## src/rtl/l2_pkg.sv

```systemverilog
// Shared definitions for the L2 host tag controller slice.
package l2_pkg;

  localparam int unsigned l2_addr_width_dflt = 64;
  localparam int unsigned l2_nstrms_dflt     = 64;
  localparam int unsigned l2_sid_width_dflt  = $clog2(l2_nstrms_dflt);
  localparam int unsigned l2_ntags_dflt      = 32;
  localparam int unsigned l2_tag_width_dflt  = $clog2(l2_ntags_dflt);

  typedef logic [l2_tag_width_dflt-1:0] tag_t;
  typedef logic [l2_sid_width_dflt-1:0] sid_t;

  // Controller state encoding (INIT seeds the free list, RUN serves traffic)
  localparam logic [0:0] ST_INIT = 1'b0;
  localparam logic [0:0] ST_RUN  = 1'b1;

endpackage

```

## src/rtl/l2_host_tag_ctrl_if.sv

```systemverilog
// Request / host command / host response / L2 response handshakes.
interface l2_host_tag_ctrl_if
  import l2_pkg::*;
#(
  parameter int unsigned addr_width   = l2_addr_width_dflt,
  parameter int unsigned nstrms_width = l2_sid_width_dflt,
  parameter int unsigned tag_width    = l2_tag_width_dflt
);
  logic                    i_req_v;
  logic                    i_req_r;
  logic [nstrms_width-1:0] i_req_sid;
  logic [addr_width-1:0]   i_req_ea;
  logic                    o_cmd_v;
  logic                    o_cmd_r;
  logic [addr_width-1:0]   o_cmd_ea;
  logic [tag_width-1:0]    o_cmd_tag;
  logic                    i_hrsp_v;
  logic                    i_hrsp_r;
  logic [tag_width-1:0]    i_hrsp_tag;
  logic                    o_rsp_v;
  logic                    o_rsp_r;
  logic [nstrms_width-1:0] o_rsp_sid;
  logic [tag_width-1:0]    o_rsp_tag;

  // Controller side
  modport slave (
    input  i_req_v, i_req_sid, i_req_ea, o_cmd_r, i_hrsp_v, i_hrsp_tag, o_rsp_r,
    output i_req_r, o_cmd_v, o_cmd_ea, o_cmd_tag, i_hrsp_r, o_rsp_v, o_rsp_sid, o_rsp_tag
  );

  // Environment side (merge, host, response demux)
  modport master (
    output i_req_v, i_req_sid, i_req_ea, o_cmd_r, i_hrsp_v, i_hrsp_tag, o_rsp_r,
    input  i_req_r, o_cmd_v, o_cmd_ea, o_cmd_tag, i_hrsp_r, o_rsp_v, o_rsp_sid, o_rsp_tag
  );
endinterface

```

## src/rtl/l2_tag_freelist.sv

```systemverilog
// FIFO of free host tags; a separate count tells full from empty on wrap.
module l2_tag_freelist
  import l2_pkg::*;
#(
  parameter int unsigned ntags     = l2_ntags_dflt,
  parameter int unsigned tag_width = $clog2(ntags)
) (
  input  logic                 clk,
  input  logic                 reset,
  input  logic                 push,
  input  logic [tag_width-1:0] push_tag,
  input  logic                 pop,
  output logic [tag_width-1:0] pop_tag,
  output logic [tag_width:0]   count,
  output logic                 empty,
  output logic                 full
);

  logic [tag_width-1:0] mem [ntags];
  logic [tag_width-1:0] rptr;
  logic [tag_width-1:0] wptr;
  logic                 pop_ok;

  assign empty   = (count == '0);
  assign full    = (count == (tag_width+1)'(ntags));
  assign pop_ok  = pop && !empty;
  assign pop_tag = mem[rptr];

  // Pointer and occupancy update
  always_ff @(posedge clk) begin
    if (reset) begin
      rptr  <= '0;
      wptr  <= '0;
      count <= '0;
    end else begin
      if (push) wptr <= wptr + 1'b1;
      if (pop_ok) rptr <= rptr + 1'b1;
      if (push && !pop_ok) count <= count + 1'b1;
      else if (!push && pop_ok) count <= count - 1'b1;
    end
  end

  // Tag storage
  always_ff @(posedge clk) begin
    if (push) mem[wptr] <= push_tag;
  end

endmodule

```

## src/rtl/l2_host_tag_ctrl.sv

```systemverilog
// Host tag allocation: free list, tag-to-SID table, command and response stages.
module l2_host_tag_ctrl
  import l2_pkg::*;
#(
  parameter int unsigned addr_width   = l2_addr_width_dflt,
  parameter int unsigned nstrms       = l2_nstrms_dflt,
  parameter int unsigned nstrms_width = $clog2(nstrms),
  parameter int unsigned ntags        = l2_ntags_dflt,
  parameter int unsigned tag_width    = $clog2(ntags)
) (
  input  logic                     clk,
  input  logic                     reset,
  l2_host_tag_ctrl_if.slave        bus,
  output logic [tag_width:0]       o_outstanding,
  output logic                     o_err
);

  logic [0:0]              state;
  logic [tag_width-1:0]    k;
  logic                    run;
  logic [nstrms_width-1:0] tbl [ntags];
  logic [ntags-1:0]        alloc;

  logic                    fl_push;
  logic [tag_width-1:0]    fl_push_tag;
  logic [tag_width-1:0]    fl_pop_tag;
  logic [tag_width:0]      fl_count;
  logic                    fl_empty;
  logic                    fl_full;

  logic                    req_fire;
  logic                    hrsp_fire;
  logic                    hit;
  logic                    free_fire;

  logic                    cmd_v_q;
  logic [addr_width-1:0]   cmd_ea_q;
  logic [tag_width-1:0]    cmd_tag_q;
  logic                    rsp_v_q;
  logic [nstrms_width-1:0] rsp_sid_q;
  logic [tag_width-1:0]    rsp_tag_q;
  logic                    err_q;

  assign run          = (state == ST_RUN);
  assign bus.i_req_r  = run && !fl_empty && (!cmd_v_q || bus.o_cmd_r);
  assign bus.i_hrsp_r = run && (!rsp_v_q || bus.o_rsp_r);
  assign req_fire     = bus.i_req_v && bus.i_req_r;
  assign hrsp_fire    = bus.i_hrsp_v && bus.i_hrsp_r;
  assign hit          = alloc[bus.i_hrsp_tag];
  assign free_fire    = hrsp_fire && hit;

  // INIT seeds tags 0..ntags-1; RUN returns tags from valid responses
  assign fl_push      = !fl_full && (run ? free_fire : 1'b1);
  assign fl_push_tag  = run ? bus.i_hrsp_tag : k;

  assign bus.o_cmd_v   = cmd_v_q;
  assign bus.o_cmd_ea  = cmd_ea_q;
  assign bus.o_cmd_tag = cmd_tag_q;
  assign bus.o_rsp_v   = rsp_v_q;
  assign bus.o_rsp_sid = rsp_sid_q;
  assign bus.o_rsp_tag = rsp_tag_q;
  assign o_err         = err_q;
  assign o_outstanding = run ? ((tag_width+1)'(ntags) - fl_count) : '0;

  l2_tag_freelist #(
    .ntags     (ntags),
    .tag_width (tag_width)
  ) u_freelist (
    .clk      (clk),
    .reset    (reset),
    .push     (fl_push),
    .push_tag (fl_push_tag),
    .pop      (req_fire),
    .pop_tag  (fl_pop_tag),
    .count    (fl_count),
    .empty    (fl_empty),
    .full     (fl_full)
  );

  // INIT counter and state sequencing
  always_ff @(posedge clk) begin
    if (reset) begin
      state <= ST_INIT;
      k     <= '0;
    end else if (!run) begin
      k <= k + 1'b1;
      if (k == tag_width'(ntags - 1)) state <= ST_RUN;
    end
  end

  // Per-tag allocated bits; a popped tag is never the one being freed
  always_ff @(posedge clk) begin
    if (reset || !run) begin
      alloc <= '0;
    end else begin
      if (free_fire) alloc[bus.i_hrsp_tag] <= 1'b0;
      if (req_fire)  alloc[fl_pop_tag]     <= 1'b1;
    end
  end

  // Tag-to-SID table write on allocation
  always_ff @(posedge clk) begin
    if (req_fire) tbl[fl_pop_tag] <= bus.i_req_sid;
  end

  // Host command stage, held while the host stalls
  always_ff @(posedge clk) begin
    if (reset) begin
      cmd_v_q   <= 1'b0;
      cmd_ea_q  <= '0;
      cmd_tag_q <= '0;
    end else if (req_fire) begin
      cmd_v_q   <= 1'b1;
      cmd_ea_q  <= bus.i_req_ea;
      cmd_tag_q <= fl_pop_tag;
    end else if (bus.o_cmd_r) begin
      cmd_v_q   <= 1'b0;
    end
  end

  // L2 response stage and sticky unallocated-tag error
  always_ff @(posedge clk) begin
    if (reset) begin
      rsp_v_q   <= 1'b0;
      rsp_sid_q <= '0;
      rsp_tag_q <= '0;
      err_q     <= 1'b0;
    end else begin
      if (free_fire) begin
        rsp_v_q   <= 1'b1;
        rsp_sid_q <= tbl[bus.i_hrsp_tag];
        rsp_tag_q <= bus.i_hrsp_tag;
      end else if (bus.o_rsp_r) begin
        rsp_v_q   <= 1'b0;
      end
      if (hrsp_fire && !hit) err_q <= 1'b1;
    end
  end

endmodule

```

## src/flat_wrapper.sv

```systemverilog
// flat-port wrapper written by rule: the top's interface ports become plain ports
module l2_host_tag_ctrl_flat import l2_pkg::*;
#(
  parameter int unsigned addr_width   = l2_addr_width_dflt,
  parameter int unsigned nstrms       = l2_nstrms_dflt,
  parameter int unsigned nstrms_width = $clog2(nstrms),
  parameter int unsigned ntags        = l2_ntags_dflt,
  parameter int unsigned tag_width    = $clog2(ntags)
)
  (clk, reset, o_outstanding, o_err, bus_i_req_v, bus_i_req_sid, bus_i_req_ea, bus_o_cmd_r, bus_i_hrsp_v, bus_i_hrsp_tag, bus_o_rsp_r, bus_i_req_r, bus_o_cmd_v, bus_o_cmd_ea, bus_o_cmd_tag, bus_i_hrsp_r, bus_o_rsp_v, bus_o_rsp_sid, bus_o_rsp_tag);
  l2_host_tag_ctrl_if #(.addr_width(addr_width), .nstrms_width(nstrms_width), .tag_width(tag_width)) bus_i ();
  input  logic clk;
  input  logic reset;
  output logic [tag_width:0] o_outstanding;
  output logic o_err;
  input wire logic [$bits(bus_i.i_req_v)-1:0] bus_i_req_v;
  input wire logic [$bits(bus_i.i_req_sid)-1:0] bus_i_req_sid;
  input wire logic [$bits(bus_i.i_req_ea)-1:0] bus_i_req_ea;
  input wire logic [$bits(bus_i.o_cmd_r)-1:0] bus_o_cmd_r;
  input wire logic [$bits(bus_i.i_hrsp_v)-1:0] bus_i_hrsp_v;
  input wire logic [$bits(bus_i.i_hrsp_tag)-1:0] bus_i_hrsp_tag;
  input wire logic [$bits(bus_i.o_rsp_r)-1:0] bus_o_rsp_r;
  output wire logic [$bits(bus_i.i_req_r)-1:0] bus_i_req_r;
  output wire logic [$bits(bus_i.o_cmd_v)-1:0] bus_o_cmd_v;
  output wire logic [$bits(bus_i.o_cmd_ea)-1:0] bus_o_cmd_ea;
  output wire logic [$bits(bus_i.o_cmd_tag)-1:0] bus_o_cmd_tag;
  output wire logic [$bits(bus_i.i_hrsp_r)-1:0] bus_i_hrsp_r;
  output wire logic [$bits(bus_i.o_rsp_v)-1:0] bus_o_rsp_v;
  output wire logic [$bits(bus_i.o_rsp_sid)-1:0] bus_o_rsp_sid;
  output wire logic [$bits(bus_i.o_rsp_tag)-1:0] bus_o_rsp_tag;
  assign bus_i.i_req_v = bus_i_req_v;
  assign bus_i.i_req_sid = bus_i_req_sid;
  assign bus_i.i_req_ea = bus_i_req_ea;
  assign bus_i.o_cmd_r = bus_o_cmd_r;
  assign bus_i.i_hrsp_v = bus_i_hrsp_v;
  assign bus_i.i_hrsp_tag = bus_i_hrsp_tag;
  assign bus_i.o_rsp_r = bus_o_rsp_r;
  assign bus_i_req_r = bus_i.i_req_r;
  assign bus_o_cmd_v = bus_i.o_cmd_v;
  assign bus_o_cmd_ea = bus_i.o_cmd_ea;
  assign bus_o_cmd_tag = bus_i.o_cmd_tag;
  assign bus_i_hrsp_r = bus_i.i_hrsp_r;
  assign bus_o_rsp_v = bus_i.o_rsp_v;
  assign bus_o_rsp_sid = bus_i.o_rsp_sid;
  assign bus_o_rsp_tag = bus_i.o_rsp_tag;
  l2_host_tag_ctrl #(.addr_width(addr_width), .nstrms(nstrms), .nstrms_width(nstrms_width), .ntags(ntags), .tag_width(tag_width)) u_core (.clk(clk), .reset(reset), .bus(bus_i), .o_outstanding(o_outstanding), .o_err(o_err));
endmodule
```

## config.mk

```make
export PLATFORM = sky130hd
export DESIGN_NAME = l2_host_tag_ctrl_flat
export DESIGN_NICKNAME = d
export VERILOG_FILES = /design/src/rtl/l2_pkg.sv /design/src/rtl/l2_host_tag_ctrl_if.sv /design/src/rtl/l2_tag_freelist.sv /design/src/rtl/l2_host_tag_ctrl.sv /design/src/flat_wrapper.sv
export SDC_FILE = /design/constraint.sdc
export NUM_CORES = 1
export LEC_CHECK = 0
export CAP_MARGIN = 20
export CORE_MARGIN = 5
export CORE_UTILIZATION = 50
export DETAILED_ROUTE_END_ITERATION = 16
export PLACE_DENSITY = 0.66
export SYNTH_ARGS = -nofsm -noshare
export SYNTH_HDL_FRONTEND = slang
export SYNTH_HIERARCHICAL = 1
export SYNTH_SLANG_ARGS = --single-unit
```

## constraint.sdc

```tcl
create_clock -name clk -period 5.5 [get_ports clk]
set_clock_uncertainty 0.05 [all_clocks]
set_input_delay 1.65 -clock clk [delete_from_list [all_inputs] [get_ports clk]]
set_output_delay 1.65 -clock clk [all_outputs]
set_load 0.01 [all_outputs]
```

# [After elaboration in Yosys (flattened, before gate mapping)]
# Memories as Yosys holds them, arrays and structs flattened. A register that Yosys moved wholly into a read port is not among the register bits.
# Cells that the tools add are included.
[totals] input_bits=81 regBits=131 n_memories=2 wordCells=83 ramBits=352 out_inout_bits=91
[classes] bitwise_logic=3 n_addsub=6 n_reduce_logical=28 muxes=26 magnitude_cmp=4 eq_ne=2
[memory_table] memory="u_core.tbl" words=32 word_bits=6 read_ports=1 rd_ports_with_merged_regs=1 write_ports=1 line_no="l2_host_tag_ctrl.sv:21" text="logic [nstrms_width-1:0] tbl [ntags];"
[memory_table] memory="u_core.u_freelist.mem" words=32 word_bits=5 read_ports=1 rd_ports_with_merged_regs=1 write_ports=1 line_no="l2_tag_freelist.sv:19" text="logic [tag_width-1:0] mem [ntags];"
[op_table] cell="$mux W32" n=3
[op_table] cell="$and A32 B32 Y32" n=1
[op_table] cell="$not A32 Y32" n=1
[op_table] cell="$or A32 B32 Y32" n=1
[op_table] cell="$mux W6" n=3
[op_table] cell="$add A5 B1 Y5 const B" n=3
[op_table] cell="$mux W5" n=3
[op_table] cell="$mux W1" n=14
[op_table] cell="$logic_and A1 B1 Y1" n=13
[op_table] cell="$lt A5 B6 Y1 const B" n=2
[op_table] cell="$demux W1 S5" n=2
[op_table] cell="$ge A5 B1 Y1 const B" n=2
[op_table] cell="$logic_not A1 Y1" n=8
[op_table] cell="$add A6 B1 Y6 const B" n=1
[op_table] cell="$eq A6 B6 Y1 const B" n=1
[op_table] cell="$logic_not A6 Y1" n=1
[op_table] cell="$reduce_bool A2 Y1" n=3
[op_table] cell="$sub A6 B1 Y6 const B" n=1
[op_table] cell="$sub A6 B6 Y6 const A" n=1
[op_table] cell="$bmux W1 S5" n=1
[op_table] cell="$eq A5 B5 Y1 const B" n=1
[op_table] cell="$logic_or A1 B1 Y1" n=3

# [Logic depth before layout (Yosys ltp)]
# Gate-level depths: netlist (run 1).
[depth] word_depth=11 depth_mapped=14 depth_no_buf=13

# [By module]
# The synthesis (run 1) kept the hierarchy.
[by_module_without_submodules] mod="l2_host_tag_ctrl" seq_area_each_um2=8187.9 area_each_um2=12761.0 cells_each=1054 instances=1
[by_module_without_submodules] mod="l2_tag_freelist" seq_area_each_um2=5225.0 area_each_um2=7413.4 cells_each=455 instances=1

# [Least setup slack after synthesis (run 1)]
# No wires, ideal clock.
[synth_path] path_type="input to register" startpoint="input bus_i_hrsp_tag[0]" endpoint="register u_core.u_freelist.count[5]" arrival_time_ps=4704 setup_time_ps=121 required_time_ps=5329 setup_slack_ps=625 n_path_buf=2 cell_stages=14 path_cell_list="buf_6 -> or4b_2 -> buf_2 -> o22ai_1 -> or4_4 -> o21ai_4 -> a21oi_1 -> ha_1 -> inv_1 -> ha_1 -> or4_1 -> a21o_1 -> o211ai_1 -> mux2_2"
[synth_via] elab_chain_len=8 word_cells_on_any_way=10 cone_classes="4 x mux; 6 x reduce/logical"
[synth_lines] element="start: declaration" line_no="flat_wrapper.sv:21" text="input wire logic [$bits(bus_i.i_hrsp_tag)-1:0] bus_i_hrsp_tag;"
[synth_lines] element="$bmux W1 S5 (*)" line_no="l2_host_tag_ctrl.sv:49" text="assign hit = alloc[bus.i_hrsp_tag];"
[synth_lines] element="$mux W1 (implied by the code) (*)" line_no="l2_host_tag_ctrl.sv:49"
[synth_lines] element="$logic_and A1 B1 Y1 (*)" line_no="l2_host_tag_ctrl.sv:50" text="assign free_fire = hrsp_fire && hit;"
[synth_lines] element="$mux W1 (*)" line_no="l2_host_tag_ctrl.sv:53" text="assign fl_push = !fl_full && (run ? free_fire : 1'b1);"
[synth_lines] element="$logic_and A1 B1 Y1 (*)" line_no="l2_host_tag_ctrl.sv:53"
[synth_lines] element="via u_core.fl_push" line_no="l2_host_tag_ctrl.sv:24" text="logic fl_push;"
[synth_lines] element="$logic_not A1 Y1" line_no="l2_tag_freelist.sv:39" text="else if (!push && pop_ok) count <= count - 1'b1;"
[synth_lines] element="$logic_and A1 B1 Y1" line_no="l2_tag_freelist.sv:39"
[synth_lines] element="$reduce_bool A2 Y1 (no source line)"
[synth_lines] element="end signal: assignment" line_no="l2_tag_freelist.sv:38" text="if (push && !pop_ok) count <= count + 1'b1;"
[synth_lines] element="end signal: assignment" line_no="l2_tag_freelist.sv:39"
[synth_lines] element="end: declaration" line_no="l2_tag_freelist.sv:14" text="output logic [tag_width:0] count,"
# Mark *: on every way through the listed nets, which the timed path passes. The rest lies on a longest branch. The select of a mux whose other input is x is not followed.
# A chain may end at the register's enable or synchronous reset.

# [Final worst setup path (run 1)]
[layout_path] startpoint="input bus_i_hrsp_tag[4]" endpoint="register u_core.u_freelist.count[5]"
# Same word-level chain as after synthesis.

==> flow_metrics.py, run 1 <==
metrics = {
    "critical_path": {
        "arrival_ns": 5.19,
        "endpoint_kind": "register",
        "path_max_fanout": 26,
        "cp_cell_sequence": "clkdlybuf4s50_1 > buf_12 > or4b_2 > o22ai_1 > or4_4 > o21ai_4 > a21oi_1 > ha_1 > inv_1 > ha_1 > or4_1 > a21o_1 > o211ai_1 > mux2_2",
        "cp_slowest_cell": "or4b_2",
        "critical_path_class": "input port to register",
        "start_kind": "input port",
        "cpPeakStageDelay_ns": 0.68,
        "cp.required_ns": 5.91,
        "cp_common_cell": "ha_1",
    },
    "sta": {
        "holdWs_ns": 0.4016,
        "finalHoldViolations": 0,
        "layout_min_cycle_time_ns": 4.775,
        "worst_pin_slew_ns": 1.019,
        "fin_crit_sh": 0.8682,
        "max_freq_ghz": 0.2094,
        "drv_slew": 0,
        "setup_viol": 0,
        "rsz0062_at_grt": "no",
        "slew_headroom": 0.3186,
        "finalSetupTns_ns": 0,
    },
    "logic_synthesis": {
        "yosys.area_share.xor_xnor": 0.006512,
        "synthesis.instances": 1509,
        "synthMuxAreaShare": 0.1100,
        "async_flop_share": 0,
        "synth_top_family_by_area": "multiplexers",
        "syn_nets": 1604,
        "yosys.cell_count.top_type": "edfxtp_1",
        "synth_edf_count": 352,
        "yosys_warnings": 6,
        "yosys.area.top_type": "edfxtp_1",
        "synth_cell_types": 67,
        "synthTopCellsByArea": "edfxtp_1 (52%), dfxtp_1 (14%), mux2i_1 (8.0%), nand2_1 (3.3%), a21oi_1 (3.0%)",
        "ys.flop_type": "edfxtp_1",
        "synth_common_cells": "edfxtp_1 (352), nand2_1 (176), mux2i_1 (161), dfxtp_1 (142), a21oi_1 (122)",
        "synthAdderAreaFrac": 0.009055,
        "ys_seq_elements": 494,
        "ys_seq_area_frac": 0.6648,
        "syn-cell-area_sq_um": 20170,
        "synth-simple-area-share": 0.1030,
        "synth_top_area_frac": 0.5239,
        "synth-compound-area-share": 0.07982,
        "syn_avg_cell_area_sq_um": 13.37,
    },
    "pwr": {
        "seqPwrFrac": 0.488,
        "p_sw_frac": 0.2297,
        "power.switching_mw": 1.939,
        "power_frac_comb": 0.089,
        "p_leak_nw": 8.430,
        "p_int_mw": 6.501,
        "ir_drop_mv": 0.3376,
        "power_density_nw_per_um2": 345.1,
        "p_clk_frac": 0.422,
    },
    "cells_and_area": {
        "fin_cells": 2275,
        "synthToLayoutAreaGrowth_pct": 21.24,
        "fin_nets": 1805,
        "drive_above_1_share": 0.1194,
        "n_antenna_cell": 0,
    },
    "die": {
        "num_rows": 73,
        "dieArea_sq_um": 44470,
        "coreArea_sq_um": 39820,
        "start_util": 0.5066,
        "pin_count": 172,
        "die_h_um": 210.9,
        "die_w_um": 210.9,
    },
    "placement": {
        "dp.cells": 2182,
        "port-buffer-count": 171,
        "place_congestion": 0.9132,
        "dpl.hpwl_mm": 33.95,
    },
    "detailed_routing": {
        "wl_per_cell_um": 22.20,
        "drt.antenna.violating_nets": 0,
        "drt-initial-drc-count": 1065,
        "finalWirelength_mm": 50.51,
        "first_pass_iters": 7,
        "viasPerCell": 5.727,
        "drc": 0,
        "vias": 13030,
    },
    "grt": {
        "grt_pass1_wl_mm": 76.21,
        "grt_pass1_vias": 12750,
        "grt_max_degree": 91,
        "track_usage": 0.2216,
        "antenna_found_initial": 0,
        "overflow": 0,
    },
    "clock_tree": {
        "cts_tree": "yes",
        "hold_buffers": 0,
        "root_buffer": "clkbuf_16",
        "postCtsSetupRepairBufs": 0,
        "ctsResizeCount": 0,
        "htree_levels": 2,
        "cts.sinks": 494,
        "cts-buffers-inserted": 50,
        "clkSlewWorstSetupHoldPaths_ns": 0.06,
        "clk_latency_ns": 0.59,
        "clk_path_buf_depth": 3,
    },
    "min_path": {
        "min_path_type": "register to register",
    },
    "flow_run": {
        "maxCapViolCount": 0,
    },
    "run_status": {
        "outcome": "completed",
    },
}
==> power groups by stage <==
stage | Sequential (mW) | Clock [mW] | Combinational [mW]
CTS | 4.12 | 3.63 | 0.750
floorplan | 4.18 | 0 | 0.467
global route | 4.13 | 3.79 | 0.818
detailed placement | 4.20 | 0 | 0.745
global placement | 4.20 | 0 | 0.735
finish | 4.12 | 3.56 | 0.753
==> kinds of logic (layout without fill, tap and decap cells) <==
kind of cell    after synthesis  in the layout
fa+ha+maj                    14             14
compound gates              262            262
mux                         193            193
buf+inv                     111            352
xor+xnor                     15             15
simple gates                420            420
flops                       494            494
==> area by class of cell <==
class                   count  area [sq um]
repair buffers            244          2361
inverters                  16         60.06
well taps                 525         656.9
clock inverters            25         336.6
flip-flops and latches    494         13410
clock buffers              67          1396
fillers                  3116         15360
multi-input cells         904          6233
==> per-layer routing <==
layer	GRT usage	vias to the layer above	routed length [um]
li1	-	6072	-
met1	0.3021	6362	20870
met2	0.3573	490	24230
met3	0.05406	105	4063
met4	0.06506	0	1356
met5	0	-	0
==> registers in the layout, summed over array words and instances, names as in the netlist, named ones only <==
register / cells
u_core/tbl: 192
u_core/u_freelist/mem: 160
u_core/bus.o_cmd_ea: 64
u_core/alloc: 32
u_core/bus.o_rsp_sid: 6
u_core/u_freelist/count: 6
u_core/bus.o_cmd_tag: 5
u_core/bus.o_rsp_tag: 5
u_core/k: 5
u_core/u_freelist/rptr: 5
u_core/u_freelist/wptr: 5
u_core/bus.o_cmd_v: 1
u_core/bus.o_rsp_v: 1
u_core/o_err: 1
u_core/run: 1
==> worst max-delay path: cells and delay by family <==
| family | cells | cell delay, ns |
|---|---|---|
| muxes | 1 | 0.35 |
| adders and majority gates | 2 | 0.41 |
| and+or+nand+nor | 3 | 1.33 |
| buffers and inverters | 3 | 0.73 |
| AOI/OAI and AO/OA | 5 | 0.69 |
==> layout by cell type (no fill, tap or decap), drive strengths merged, types with 4 or more instances in the layout <==
master,n
dfxtp,142
clkdlybuf4s50,169
or3b,5
edfxtp,352
mux4,20
and2,9
or4bb,4
ha,13
a22o,5
nor2,91
or4,6
o22ai,64
and3,4
nor2b,14
xnor2,6
nand3b,12
clkbuf,67
bufinv,8
clkinv,13
nor3b,4
nand4b,5
mux2i,161
or3,5
nand2,176
a22oi,10
buf,75
o21ai,32
a21oi,126
nand3,23
xor2,9
a221oi,6
nor3,16
mux2,12
o21a,5
inv,17
or4b,4
nor4,30
==> through the flow <==
step	cell area [sq um]	power (mW)	setup WS [ns]	utilization
6_report	24460	8.440	0.7250	0.6142
5_1_grt	24460	8.741	0.5505	0.6142
4_1_cts	24430	8.500	0.7589	0.6135
3_5_place_dp	22700	4.949	0.1611	0.5700
3_3_place_gp	22680	4.934	0.1795	0.5696
2_1_floorplan	20170	4.645	0.6253	-
==> worst paths after layout <==
| path | from | end | slack, ns | depth (start not counted) |
|---|---|---|---|---|
| setup / recovery | bus_i_hrsp_tag[4] | u_core/u_freelist/count[5] | 0.73 | 14 |
| hold / removal | u_core/bus.o_cmd_ea[0] | u_core/bus.o_cmd_ea[0] | 0.40 | 2 |
| hold reg to reg | u_core/bus.o_cmd_ea[0] | u_core/bus.o_cmd_ea[0] | 0.40 | 2 |
| setup reg to reg | register | u_core/alloc[6] | 1.21 | 11 |
Power figures use the tool's default switching activity.
==> inputs of run 2 (changes only) <==
CTS_CLUSTER_SIZE = 25   (was not set)
PLACE_DENSITY = 0.69   (was 0.66)
TNS_END_PERCENT = 20   (was not set)
clock period = 3.98 ns   (was 5.5 ns; I/O delays follow)
==> run 2 against run 1 <==
Wire length decreased by 0.68%. Die area is the same. Setup slack got worse by 0.61 ns. Critical path type unchanged. Power is 39% higher. Register-to-register slack worse by 0.99 ns. Largest power group unchanged.
==> flow_metrics.py, run 2 (synthesis results as in run 1) <==
metrics = {
    "critical_path": {
        "start_kind": "input port",
        "crit_buf_inv": 3,
        "endpoint_kind": "register",
        "path_max_fanout": 17,
        "arrival_ns": 4.29,
        "cpPeakStageDelay_ns": 0.54,
        "cp.required_ns": 4.40,
        "cp_cell_sequence": "dlygate4sd2_1 > buf_12 > or4bb_1 > o22ai_1 > or4_4 > o21ai_4 > a21oi_2 > ha_2 > inv_2 > ha_2 > or4_1 > a21o_1 > o211ai_1 > mux2_2",
        "rr_worst_depth": 8,
        "r2r_slack_ns": 0.22,
        "critical_path_class": "input port to register",
        "cp_slowest_cell": "or4bb_1",
        "cp_common_cell": "ha_2",
        "cp_top_family": "simple AND/OR/NAND/NOR gates",
        "timing.rr.end": "u_core/tbl[17][4]",
    },
    "cells_and_area": {
        "final_common_cell": "edfxtp_1",
        "synthToLayoutAreaGrowth_pct": 25.25,
        "drive_above_1_share": 0.1707,
        "n_antenna_cell": 0,
        "largest_register_ffs": 192,
        "fin_nets": 1893,
        "fin_area_sq_um": 25270,
        "top_register": "u_core/tbl",
        "final_cell_mix": "edfxtp_1 (352), nand2_1 (176), clkdlybuf4s50_1 (165)",
    },
    "sta": {
        "worst_pin_slew_ns": 0.9504,
        "fin_crit_sh": 0.9711,
        "drv_slew": 0,
        "finalSetupTns_ns": 0,
        "finalHoldViolations": 0,
        "rsz0062_at_grt": "no",
        "layout_min_cycle_time_ns": 3.865,
        "max_freq_ghz": 0.2587,
        "setup_viol": 0,
        "setup_slack_ns": 0.1149,
        "slew_headroom": 0.3664,
    },
    "pwr": {
        "p_clk_frac": 0.423,
        "p_sw_frac": 0.2249,
        "power_frac_comb": 0.093,
        "power.switching_mw": 2.648,
        "p_int_mw": 9.125,
        "p_leak_nw": 8.939,
        "power.total_mw": 11.77,
        "power_density_nw_per_um2": 465.9,
        "ir_drop_mv": 0.3927,
        "seqPwrFrac": 0.484,
    },
    "die": {
        "start_util": 0.5066,
        "num_rows": 73,
        "pin_count": 172,
        "coreArea_sq_um": 39820,
        "die_h_um": 210.9,
        "dieArea_sq_um": 44470,
        "die_w_um": 210.9,
    },
    "grt": {
        "track_usage": 0.2199,
        "grt_pass1_vias": 12920,
        "grt_use_met2": 0.3615,
        "antenna_found_initial": 0,
        "grt_max_degree": 86,
        "grt_pass1_wl_mm": 75.76,
        "busiest_layer": "met2",
        "grt_util_met1": 0.2974,
        "overflow": 0,
        "groute.layer.met3.usage": 0.04188,
    },
    "clock_tree": {
        "cts-buffers-inserted": 50,
        "clk_latency_ns": 0.59,
        "hold_buffers": 0,
        "cts_tree": "yes",
        "root_buffer": "clkbuf_16",
        "htree_levels": 2,
        "clk_path_buf_depth": 3,
        "cts.sinks": 494,
        "clkSlewWorstSetupHoldPaths_ns": 0.06,
    },
    "detailed_routing": {
        "wl_per_cell_um": 21.22,
        "vias": 13320,
        "first_pass_iters": 6,
        "finalWirelength_mm": 50.17,
        "drc": 0,
        "viasPerCell": 5.634,
        "drt.antenna.violating_nets": 0,
        "drt-initial-drc-count": 1082,
    },
    "placement": {
        "port-buffer-count": 171,
        "pre_cts_slack_ns": -0.7528,
        "dpl_cell_area_sq_um": 23370,
        "place_congestion": 0.8697,
        "dpl.hpwl_mm": 33.61,
    },
    "min_path": {
        "min_path_type": "register to register",
        "min_to": "u_core/bus.o_cmd_ea[29]",
        "hold_depth": 2,
        "min_from": "u_core/bus.o_cmd_ea[29]",
    },
    "flow_run": {
        "maxCapViolCount": 0,
    },
    "run_status": {
        "outcome": "completed",
    },
}
[run 2: metrics by stage]
stage          instances  hold slack, ns    util
2_1_floorplan       1509          0.3917       -
3_3_place_gp        2267          0.3912  0.5868
3_5_place_dp        2267          0.3955  0.5868
4_1_cts             2364          0.4039  0.6345
5_1_grt             2364          0.4210  0.6345
6_report            2364          0.4008  0.6345
[run 2: power by group through the flow]
stage | combinational, mW | clock (mW) | sequential, mW
6_report | 1.10 | 4.98 | 5.70
3_3_place_gp | 1.05 | 0 | 5.80
4_1_cts | 1.09 | 5.07 | 5.70
2_1_floorplan | 0.650 | 0 | 5.77
3_5_place_dp | 1.07 | 0 | 5.80
5_1_grt | 1.19 | 5.29 | 5.71
[run 2: cell type report]
cell class / count / area, sq um
clock buffers: 70 / 1448
flip-flops and latches: 494 / 13410
fillers: 3002 / 14550
clock inverters: 23 / 324.1
inverters: 16 / 60.06
multi-input cells: 904 / 6289
well taps: 525 / 656.9
repair buffers: 332 / 3078
[run 2: worst min-delay path: cells and delay by family, from the launching register on]
kind,cells,cell delay [ns]
AND/OR/NAND/NOR,1,0.05
flip-flops,1,0.30
AO/OA/AOI/OAI,1,0.05
[run 2: how the worst max path moves through the flow]
stage                            from                         end  slack, ns  cells past startpoint
floorplan           bus_i_hrsp_tag[1]  u_core/u_freelist/count[5]      -0.21                     14
global placement    bus_i_hrsp_tag[4]  u_core/u_freelist/count[5]      -0.71                     14
detailed placement  bus_i_hrsp_tag[4]  u_core/u_freelist/count[5]      -0.75                     14
CTS                 bus_i_hrsp_tag[3]  u_core/u_freelist/count[5]       0.03                     13
global route        bus_i_hrsp_tag[0]  u_core/u_freelist/count[5]      0.008                     14
finish              bus_i_hrsp_tag[0]  u_core/u_freelist/count[5]       0.11                     14
[run 2: timing repair]
action / 4_1_cts / 5_1_grt
setup buffers: 1 / 0
pin swaps: 9 / 3
gates resized for setup: 9 / 8
endpoints found under the hold margin: 0 / 0
endpoints found under the setup margin: 2 / 13
cloned: 3 / 0
[run 2: layer usage]
layer | up-vias | routed length (um)
li1 | 6242 | -
met1 | 6536 | 20950
met2 | 446 | 24370
met3 | 95 | 3209
met4 | 0 | 1639
met5 | - | 0
==> inputs of run 3 (changes only) <==
SKIP_LAST_GASP = 1   (was not set)
==> run 3 against run 2 <==
Die area did not move. First-iteration DRC count unchanged. Fmax fell by 0.39%. Largest power group unchanged. Power is essentially flat. Hold slack stayed put. Critical endpoint unchanged. Sequential power about the same.
==> flow_metrics.py, run 3 (synthesis results as in run 1) <==
metrics = {
    "run_status": {
        "outcome": "completed",
    },
    "pwr": {
        "p_leak_nw": 8.939,
        "power_density_nw_per_um2": 465.9,
        "seqPwrFrac": 0.484,
        "power_frac_comb": 0.093,
        "p_clk_frac": 0.423,
        "power.total_mw": 11.77,
        "power.switching_mw": 2.647,
        "p_int_mw": 9.125,
        "ir_drop_mv": 0.3927,
        "p_sw_frac": 0.2249,
    },
    "flow_run": {
        "maxCapViolCount": 0,
    },
    "min_path": {
        "hold_depth": 2,
        "min_path_type": "register to register",
    },
    "clock_tree": {
        "clk_latency_ns": 0.59,
        "root_buffer": "clkbuf_16",
        "cts_tree": "yes",
        "cts.sinks": 494,
        "cts-buffers-inserted": 50,
        "clk_path_buf_depth": 3,
        "htree_levels": 2,
        "clkSlewWorstSetupHoldPaths_ns": 0.06,
    },
    "critical_path": {
        "critPathLaunch": "bus_i_hrsp_tag[0]",
        "endpoint_kind": "register",
        "critical_path_class": "input port to register",
        "endpoint": "u_core/u_freelist/count[5]",
        "cp_top_family": "simple AND/OR/NAND/NOR gates",
        "start_kind": "input port",
        "r2r_slack_ns": 0.22,
        "timing.rr.end": "u_core/tbl[17][4]",
        "crit_cells": 14,
        "cp.required_ns": 4.40,
        "cp_cell_sequence": "dlygate4sd2_1 > buf_12 > or4bb_1 > o22ai_1 > or4_4 > o21ai_4 > a21oi_2 > ha_2 > inv_2 > ha_2 > or4_1 > a21o_1 > o211ai_1 > mux2_2",
        "cpPeakStageDelay_ns": 0.54,
        "cp_common_cell": "ha_2",
        "path_max_fanout": 17,
        "rr_worst_depth": 8,
        "arrival_ns": 4.30,
        "cp_slowest_cell": "or4bb_1",
        "crit_buf_inv": 3,
    },
    "detailed_routing": {
        "drt-met1-wl_mm": 20.95,
        "top_layer_used": "met4",
        "wl_per_cell_um": 21.22,
        "finalWirelength_mm": 50.16,
        "drt.antenna.violating_nets": 0,
        "wl_met3_mm": 3.218,
        "drc": 0,
        "wl_met2_mm": 24.36,
        "viasPerCell": 5.635,
        "first_pass_iters": 6,
        "drt-initial-drc-count": 1082,
        "vias": 13320,
    },
    "grt": {
        "grt_pass1_vias": 12920,
        "overflow": 0,
        "grt_pass1_wl_mm": 75.76,
        "grt_max_degree": 86,
        "track_usage": 0.2199,
        "antenna_found_initial": 0,
    },
    "cells_and_area": {
        "drive_above_1_share": 0.1707,
        "top_register": "u_core/tbl",
        "fin_cells": 2364,
        "fin_nets": 1893,
        "n_antenna_cell": 0,
        "largest_register_ffs": 192,
        "fill_cells": 3002,
        "synthToLayoutAreaGrowth_pct": 25.25,
        "final_common_cell": "edfxtp_1",
        "final_cell_mix": "edfxtp_1 (352), nand2_1 (176), clkdlybuf4s50_1 (165)",
    },
    "sta": {
        "fin_crit_sh": 0.9749,
        "finalSetupTns_ns": 0,
        "setup_viol": 0,
        "finalHoldViolations": 0,
        "max_freq_ghz": 0.2577,
        "slew_headroom": 0.3664,
        "rsz0062_at_grt": "yes",
        "drv_slew": 0,
        "setup_slack_ns": 0.09992,
        "layout_min_cycle_time_ns": 3.880,
        "worst_pin_slew_ns": 0.9504,
    },
    "die": {
        "pin_count": 172,
        "num_rows": 73,
        "start_util": 0.5066,
        "coreArea_sq_um": 39820,
        "die_w_um": 210.9,
        "dieArea_sq_um": 44470,
        "die_h_um": 210.9,
    },
    "placement": {
        "place_congestion": 0.8697,
        "pre_cts_slack_ns": -0.7528,
        "port-buffer-count": 171,
        "dpl.hpwl_mm": 33.61,
        "dp.cells": 2267,
    },
}
-- run 3: cell counts in the layout (fill, tap and decap cells not counted) --
Identical to the previous run, type by type.
-- run 3: routing by layer --
metal | GRT usage | vias to the layer above
met5 | 0 | -
met4 | 0.07422 | 0
met3 | 0.04188 | 95
met2 | 0.3615 | 447
met1 | 0.2974 | 6537
li1 | - | 6242
-- run 3: metrics by stage --
step / utilization / hold slack (ns) / instance area, sq um
after floorplan: - / 0.3917 / 20210
after global placement: 0.5868 / 0.3912 / 23370
after detailed placement: 0.5868 / 0.3955 / 23370
after CTS: 0.6345 / 0.4039 / 25270
after global routing: 0.6345 / 0.4210 / 25270
final: 0.6345 / 0.4008 / 25270
-- run 3: how the worst min path moves through the flow --
stage / slack, ns / end / startpoint
floorplan: 0.39 / u_core/alloc[31] / u_core/alloc[31]
global placement: 0.39 / u_core/bus.o_cmd_ea[9] / u_core/bus.o_cmd_ea[9]
detailed placement: 0.40 / u_core/bus.o_cmd_ea[29] / u_core/bus.o_cmd_ea[29]
CTS: 0.40 / u_core/bus.o_cmd_ea[29] / u_core/bus.o_cmd_ea[29]
global route: 0.42 / u_core/bus.o_cmd_ea[3] / u_core/bus.o_cmd_ea[3]
finish: 0.40 / u_core/bus.o_cmd_ea[29] / u_core/bus.o_cmd_ea[29]
-- run 3: cell type report --
type	instances	area, sq um	area share
Clock buffer	70	1448	0.05729
Clock inverter	23	324.1	0.01282
Inverter	16	60.06	0.002377
Multi-Input combinational cell	904	6289	0.2489
Sequential cell	494	13410	0.5308
Tap cell	525	656.9	0.02600
Timing Repair Buffer	332	3078	0.1218
-- run 3: what timing repair did --
item / in CTS / in global routing
resized for setup: 9 / 8
buffers inserted: 1 / 0
endpoints found under the setup margin: 2 / 13
hold buffers: 0 / 0
pin swaps: 9 / 2
cloned: 3 / 0
-- run 3: power by group through the flow --
stage          combinational [mW]  sequential, mW  clock [mW]
2_1_floorplan               0.650            5.77           0
3_3_place_gp                 1.05            5.80           0
3_5_place_dp                 1.07            5.80           0
4_1_cts                      1.09            5.70        5.07
5_1_grt                      1.19            5.71        5.29
6_report                     1.10            5.70        4.98
-- run 3: tightest hold or removal path, delay by kind of cell, from the launching register on --
family | cells | cell delay (ns)
and+or+nand+nor | 1 | 0.05
DFF | 1 | 0.30
AOI/OAI and AO/OA | 1 | 0.05
